## src/rtl/uart_rxd.sv

```systemverilog
// uart_rxd -- 8-bit asynchronous serial receiver with optional parity.
//
// Ports
//   clk          system clock, rising edge
//   rst_n        asynchronous active-low reset
//   rxd          serial line, idles high (asynchronous to clk)
//   parity_en    1 = a parity bit follows the 8 data bits
//   parity_kind  1 = odd parity, 0 = even parity
//   rd_ack       single-cycle pulse: consumer has read rx_data
//   rx_data      last accepted byte
//   rx_ready     rx_data holds an unread byte
//   parity_err   parity mismatch on the byte in rx_data
//   frame_err    stop bit sampled low on the byte in rx_data
//   overrun      a frame completed while rx_ready was still set
//   busy         receiver is inside a frame (any state but IDLE)
//
// state  | meaning
// -------+-----------------------------------------------------------
// IDLE   | waiting for a falling edge on the synchronized line
// START  | waiting half a bit to confirm the start bit at mid-bit
// DATA   | sampling 8 data bits, LSB first, one per bit period
// PARITY | sampling the parity bit
// STOP   | sampling the stop bit; frame completes on that sample

module uart_rxd #(
    parameter int unsigned CLKS_PER_BIT = 16'h0190
) (
    input  logic       clk,
    input  logic       rst_n,
    input  logic       rxd,
    input  logic       parity_en,
    input  logic       parity_kind,
    input  logic       rd_ack,
    output logic [7:0] rx_data,
    output logic       rx_ready,
    output logic       parity_err,
    output logic       frame_err,
    output logic       overrun,
    output logic       busy
);

    localparam logic [15:0] FULL_TC = 16'(CLKS_PER_BIT - 1);
    localparam logic [15:0] HALF_TC = 16'(CLKS_PER_BIT / 2 - 1);

    typedef enum logic [2:0] {
        IDLE   = 3'd0,
        START  = 3'd1,
        DATA   = 3'd2,
        PARITY = 3'd3,
        STOP   = 3'd4
    } state_t;

    state_t      state, state_nxt;
    logic        sync1, rxs, rxs_d;
    logic [15:0] bit_cnt;
    logic [2:0]  bit_idx;
    logic [7:0]  shift_reg;
    logic        par_en_q, par_kind_q, par_bit;

    logic        cnt_clr;
    logic        enter_data;
    logic        shift_en;
    logic        leave_data;
    logic        par_sample;
    logic        complete;
    logic        mismatch;

    // Two-flop synchronizer; rxs_d keeps the previous synchronized value
    // for start-edge detection. All flops reset to the idle (high) level
    // so reset release never looks like a start edge.
    always_ff @(posedge clk or negedge rst_n) begin
        if (!rst_n) begin
            sync1 <= 1'b1;
            rxs   <= 1'b1;
            rxs_d <= 1'b1;
        end else begin
            sync1 <= rxd;
            rxs   <= sync1;
            rxs_d <= rxs;
        end
    end

    always_ff @(posedge clk or negedge rst_n) begin
        if (!rst_n) state <= IDLE;
        else        state <= state_nxt;
    end

    always_comb begin
        state_nxt  = state;
        cnt_clr    = 1'b0;
        enter_data = 1'b0;
        shift_en   = 1'b0;
        leave_data = 1'b0;
        par_sample = 1'b0;
        complete   = 1'b0;
        case (state)
            IDLE: begin
                if (rxs_d && !rxs) begin
                    state_nxt = START;
                    cnt_clr   = 1'b1;
                end
            end
            START: begin
                if (bit_cnt == HALF_TC) begin
                    cnt_clr = 1'b1;
                    if (rxs) begin
                        state_nxt = IDLE;
                    end else begin
                        state_nxt  = DATA;
                        enter_data = 1'b1;
                    end
                end
            end
            DATA: begin
                if (bit_cnt == FULL_TC) begin
                    cnt_clr  = 1'b1;
                    shift_en = 1'b1;
                    if (bit_idx == 3'd7) begin
                        leave_data = 1'b1;
                        state_nxt  = parity_en ? PARITY : STOP;
                    end
                end
            end
            PARITY: begin
                if (bit_cnt == FULL_TC) begin
                    cnt_clr    = 1'b1;
                    par_sample = 1'b1;
                    state_nxt  = STOP;
                end
            end
            STOP: begin
                if (bit_cnt == FULL_TC) begin
                    cnt_clr   = 1'b1;
                    complete  = 1'b1;
                    state_nxt = IDLE;
                end
            end
            default: begin
                state_nxt = IDLE;
                cnt_clr   = 1'b1;
            end
        endcase
    end

    always_ff @(posedge clk or negedge rst_n) begin
        if (!rst_n) begin
            bit_cnt    <= 16'd0;
            bit_idx    <= 3'd0;
            shift_reg  <= 8'h00;
            par_en_q   <= 1'b0;
            par_kind_q <= 1'b0;
            par_bit    <= 1'b0;
        end else begin
            if (cnt_clr)
                bit_cnt <= 16'd0;
            else if (state != IDLE)
                bit_cnt <= bit_cnt + 16'd1;

            if (enter_data)
                bit_idx <= 3'd0;
            else if (shift_en)
                bit_idx <= bit_idx + 3'd1;

            if (shift_en)
                shift_reg <= {rxs, shift_reg[7:1]};

            // Parity config is frozen as the frame leaves DATA.
            if (leave_data) begin
                par_en_q   <= parity_en;
                par_kind_q <= parity_kind;
            end

            if (par_sample)
                par_bit <= rxs;
        end
    end

    // Parity bit is cleared on leave_data-less frames? No: par_bit is only
    // meaningful when par_en_q is set, so the mismatch is gated by it.
    assign mismatch = par_en_q && ((^shift_reg ^ par_bit) != par_kind_q);

    always_ff @(posedge clk or negedge rst_n) begin
        if (!rst_n) begin
            rx_data    <= 8'h00;
            rx_ready   <= 1'b0;
            parity_err <= 1'b0;
            frame_err  <= 1'b0;
            overrun    <= 1'b0;
        end else if (complete) begin
            if (!rx_ready || rd_ack) begin
                rx_data    <= shift_reg;
                parity_err <= mismatch;
                frame_err  <= !rxs;
                rx_ready   <= 1'b1;
                overrun    <= 1'b0;
            end else begin
                overrun <= 1'b1;
            end
        end else if (rd_ack && rx_ready) begin
            rx_ready <= 1'b0;
            overrun  <= 1'b0;
        end
    end

    assign busy = (state != IDLE);

endmodule

```

## config.mk

```make
export PLATFORM = sky130hd
export DESIGN_NAME = uart_rxd
export DESIGN_NICKNAME = d
export VERILOG_FILES = /design/src/rtl/uart_rxd.sv
export SDC_FILE = /design/constraint.sdc
export NUM_CORES = 1
export LEC_CHECK = 0
export CORE_MARGIN = 3
export CORE_UTILIZATION = 45
export DETAILED_ROUTE_END_ITERATION = 12
export GPL_TIMING_DRIVEN = 0
export PLACE_DENSITY = 0.68
export SLEW_MARGIN = 20
export SYNTH_ARGS = -nofsm -noshare
export SYNTH_HDL_FRONTEND = slang
export SYNTH_SLANG_ARGS = --single-unit
```

## constraint.sdc

```tcl
create_clock -name clk -period 3.5 [get_ports clk]
set_input_delay 1.05 -clock clk [delete_from_list [all_inputs] [get_ports clk]]
set_output_delay 1.05 -clock clk [all_outputs]
set_load 0.005 [all_outputs]
```

## Word level (Yosys, flattened, before mapping)

Cells that the tools add are included.

| cells by class | value |
|---|---|
| $add $sub $neg | 2 |
| multipliers | 0 |
| divide/modulo/power cells | 0 |
| magnitude comparators | 0 |
| equality and inequality tests | 15 |
| shift-type cells | 0 |
| mux-type cells | 31 |
| bitwise gates (word level) | 1 |
| reductions and logical operators | 16 |

Operators with widths:

| cell | count |
|---|---|
| two-way mux 16 bit | 2 |
| two-way mux 3 bit | 9 |
| two-way mux 1 bit | 17 |
| adder 16 x 1 -> 16 bit, second input constant | 1 |
| equality test 16 x 8 -> 1 bit, second input constant | 1 |
| equality test 16 x 9 -> 1 bit, second input constant | 1 |
| case mux 3 bit (5 select lines) | 1 |
| != test 2 bit, second input constant | 6 |
| parity 8 bit | 1 |
| equality test 3 x 2 -> 1 bit, second input constant | 2 |
| equality test 3 bit, second input constant | 2 |
| AND reduction 6 bit | 1 |
| nonzero test 2 bit | 3 |
| AND reduction 2 bit | 2 |
| adder 3 x 1 -> 3 bit, second input constant | 1 |
| equality test 3 x 1 -> 1 bit, second input constant | 1 |
| logical AND 1 bit | 3 |
| zero test 3 bit | 1 |
| case mux 1 bit (3 select lines) | 1 |
| nonzero test 3 bit | 1 |
| OR reduction 3 bit | 1 |
| zero test 1 bit | 2 |
| two-way mux 2 bit | 1 |
| != test 2 x 1 -> 1 bit, second input constant | 1 |
| 3 further kinds | 3 |

| word-level totals | value |
|---|---|
| register bits | 48 |
| bits in latches | 0 |
| RAM bits | 0 |
| ROM bits | 0 |
| input bits | 6 |
| output and inout port bits | 13 |
| memories | 0 |

## Longest topological paths before layout

Gate-level depths: netlist (run 1).

| logic depth | value |
|---|---|
| depth in word-level cells | 5 |
| depth in mapped cells | 8 |
| depth with buffers taken out | 6 |

## Worst setup path before layout (run 1)

No wires, ideal clock.

| path | value |
|---|---|
| path kind | reg2out |
| start | reg state[1] |
| end | out busy |
| arrival | 1,019 ps |
| required time | 2,450 ps |
| setup slack | 1,431 ps |
| cell stages (with the launch flop) | 4 |
| path buffers | 2 |
| path through | dfrtp_1 clkbuf_1 or3_1 clkbuf_1 |

| on the way | value |
|---|---|
| longest elaborated chain between the ends | 1 |

Ends and longest elaborated chain:

| element | line | source |
|---|---|---|
| from (decl) | 53 | `state_t state, state_nxt;` |
| from (signal assigned) | 85 | `else state <= state_nxt;` |
| nonzero test 3 bit | 205 | `assign busy = (state != IDLE);` |
| to (decl) | 39 | `output logic busy` |

No other way between the ends.

## Worst setup path in the final report (run 1)

Ends and elaborated chain as after synthesis.

==> impl_metrics.tcl, run 1 <==
set metrics [dict create \
    status "finished clean" \
    drt_first_pass_iters 4 \
    yosysSeqAreaShare 0.508 \
    cts.repair_timing.setup_buffer_count 0 \
    synth_enable_flop_cells 0 \
    total_number_of_placement_rows 25 \
    clock_path_buffers 2 \
    pwr_density_cell_nw_per_um2 505 \
    required_ns 2.45 \
    cts-htree-levels 2 \
    boundaryPins 19 \
    numCtsBuffers 5 \
    layout.nets 239 \
    post_placement_setup_slack_ns 0.850 \
    first_iter_violations 51 \
    final_max_slew_viol_count 0 \
    pin_slew_with_the_least_headroom_to_its_limit_ns 0.763 \
    type_of_the_worst_setup_path "flip-flop to output port" \
    synthArstFlopShare 1.00 \
    timing.setup.tns_ns 0 \
    wl_per_cell_um 13.9 \
    crit_path_cell_trace "clkbuf_1 > or3_1 > clkbuf_1 > clkdlybuf4s50_1" \
    vias 1530 \
    floorplan.die_area_sq_um 6180 \
    startpoint_type "flip-flop" \
    switching_part_of_the_total 0.290 \
    p_int_w 0.00100 \
    chipHeight_um 78.6 \
    total_routing_resource_utilization_after_global_routing 0.151 \
    drc_errors 0 \
    finalSetupViolCount 0 \
    ys.warnings.count 0 \
    p_sw_w 0.000408 \
    placeableCoreArea_sq_um 4910 \
    detail-route-antenna-nets 0 \
    finalWorstPathRequiredPeriod_ns 2.96 \
    post_detailed_placement_half_perimeter_wirelength_um 2970 \
    filler_cell_count 436 \
    synth_cells 204 \
    drive_gt1_frac 0.195 \
    worst_hold_path_type "flip-flop to flip-flop" \
    arrival_ns 1.91 \
    max_clock_freq_mhz 338 \
    cts_tree "built" \
    reg_clk_slew_reported_paths_ns 0.09 \
    gp_routability_congestion 0.785 \
    synth-main-ff-cell "sky130_fd_sc_hd__dfrtp_1" \
    critPathMostFrequentCell "sky130_fd_sc_hd__clkbuf_1" \
    worst_ir_drop_vdd_v 0.000255 \
    syn_nets 213 \
    critical-path-slowest-cell "sky130_fd_sc_hd__clkdlybuf4s50_1" \
    number_of_flip_flops_under_the_largest_register_name 16 \
    wl_um 4150 \
    place.port_buffers 18 \
    clock-root-buffer "sky130_fd_sc_hd__clkbuf_8" \
    clkLatencyLatePin_ns 0.30 \
    hold_viol_final 0 \
    syn_area_per_cell_sq_um 11.6 \
    end_kind "output port" \
    via_per_inst 5.13 \
    clock_skew_ns 0.00981 \
    mappedNetlistArea_sq_um 2370 \
    max_cap_viol_count 0 \
    cp_max_fo 9 \
    ys_types 47 \
    antenna_violations_before_repair 0 \
    area_delta_synth_final_pct 17.6 \
    gate_power_share 0.222 \
    place_area_sq_um 2650 \
    number_of_global_route_vias_before_repair 1522 \
    grt_max_degree 31 \
    final_min_period_over_clock_period 0.846 \
    fp.dieW_um 78.6 \
    fin_area_sq_um 2790 \
    clkSinkCount 48 \
    clkPwrFrac 0.340 \
    setup_ws_final_ns 0.538 \
    maxSlewHeadroom 0.485 \
    setup_repair_after_global_routing_missed_its_margin "false" \
    grt_pass1_wl_um 7280 \
    cellLeakagePower_nw 1.29 \
    power.sequential.fraction 0.438 \
    synth_seq_cells 48 \
    initial_utilization 0.483 \
    grt_remaining_overflow 0 \
    cp_slowest_stage_delay_ns 0.48 \
    post_cts_resize_count 0 \
    ctsHoldBuffers 0 \
    n_antenna_cell 0 \
]
## stage by stage
stage	std cells	utilization	hold WS, ns	power [W]
6_report	298	0.568	0.360	0.00141
5_1_grt	298	0.568	0.365	0.00150
4_1_cts	298	0.568	0.361	0.00143
3_5_place_dp	290	0.540	0.347	0.000944
3_3_place_gp	289	0.537	0.346	0.000938
2_1_floorplan	204	-	0.345	0.000851
## power by group through the flow
stage          registers, W  logic [W]  clock network [W]
2_1_floorplan      0.000619   0.000232                  0
3_3_place_gp       0.000626   0.000312                  0
3_5_place_dp       0.000628   0.000316                  0
4_1_cts            0.000617   0.000315           0.000496
5_1_grt            0.000622   0.000351           0.000522
6_report           0.000616   0.000312           0.000479
## cell type report
class                      count  area [sq um]  area share
sequential                    48          1200       0.432
multi-input combinational    147          1110       0.398
timing repair buffer          19           195      0.0700
tap                           67          83.8      0.0300
clock buffer                   5          68.8      0.0247
clock inverter                 3          68.8      0.0247
buffer                         8          53.8      0.0193
inverter                       1          3.75     0.00135
## kinds of logic after synthesis
family / after synthesis / share of synthesized area
XOR/XNOR: 24 / 0.0944
buffers and inverters: 9 / 0.0242
multiplexers: 23 / 0.118
flip-flops: 48 / 0.508
adder cells (fa/ha/maj): 3 / 0.0158
AND/OR/NAND/NOR: 80 / 0.194
AO/OA/AOI/OAI: 17 / 0.0459
## placed cells by master, fill, tap and decap left out, types with 7 or more instances in the layout
cell type                         synthesis  routed
sky130_fd_sc_hd__dfrtp_1                 45      45
sky130_fd_sc_hd__nor2_1                  22      22
sky130_fd_sc_hd__xnor2_1                 10      10
sky130_fd_sc_hd__mux2_2                  12      12
sky130_fd_sc_hd__xor2_1                  13      13
sky130_fd_sc_hd__mux2_4                   7       7
sky130_fd_sc_hd__clkdlybuf4s50_1          0      17
sky130_fd_sc_hd__nand2_1                 17      17
## critical path: cells and delay by family (launching register included)
kind	cells	cell delay [ns]
flops	1	0.36
buf+inv	3	0.86
simple gates	1	0.40
## metal layers
layer	GRT usage	vias to the layer above	part of all wire
met5	0	-	0
met4	0.0472	0	0.0070
met3	0.0344	2	0.032
met2	0.234	22	0.47
met1	0.209	742	0.49
li1	-	764	-
## worst paths after layout
kind	start	slack [ns]	endpoint	cells after the start
worst min register to register	sync1$_DFF_PN1_	0.36	rxs$_DFF_PN1_	0
worst max-delay path	state[1]$_DFFE_PN0P_	0.54	busy	4
worst max register to register	bit_cnt[0]$_DFFE_PN0P_	1.40	shift_reg[5]$_DFFE_PN0P_	6
max in group asynchronous	rst_n	2.23	sync1$_DFF_PN1_	2
worst min-delay path	sync1$_DFF_PN1_	0.36	rxs$_DFF_PN1_	0
min in group asynchronous	rst_n	0.69	bit_cnt[11]$_DFFE_PN0P_	1
## synthesized netlist by cell type (all sizes together), types with 2 or more instances
cell,instances,area [sq um]
dfrtp,45,1130
nor2,23,88.8
mux2,19,240
nand2,17,63.8
xor2,13,114
xnor2,10,87.6
nor3,7,51.3
a21oi,6,33.8
nand3,6,35.0
buf,5,42.5
nand4,5,31.3
and3,4,25.0
mux2i,4,40.0
o21ai,4,20.0
clkbuf,3,11.3
dfstp,3,78.8
ha,3,37.5
nand2b,3,18.8
nor2b,3,18.8
and4,2,17.5
nor4,2,27.5
(Power assumes the default switching activity.)
==> run 2, diff against run 1 <==
- clock period: 3.5 -> 3.02 ns (I/O delays scaled with it)
==> results of run 2 <==
The final DEF is identical to that of run 1. Status: finished clean.
Main changes from that run: setup slack after placement 0.850 ns -> 0.514 ns; setup slack after layout 0.538 ns -> 0.202 ns; register-to-register setup slack 1.40 ns -> 0.92 ns; total power 0.00141 W -> 0.00163 W; worst IR drop on VDD 0.000255 V -> 0.000295 V
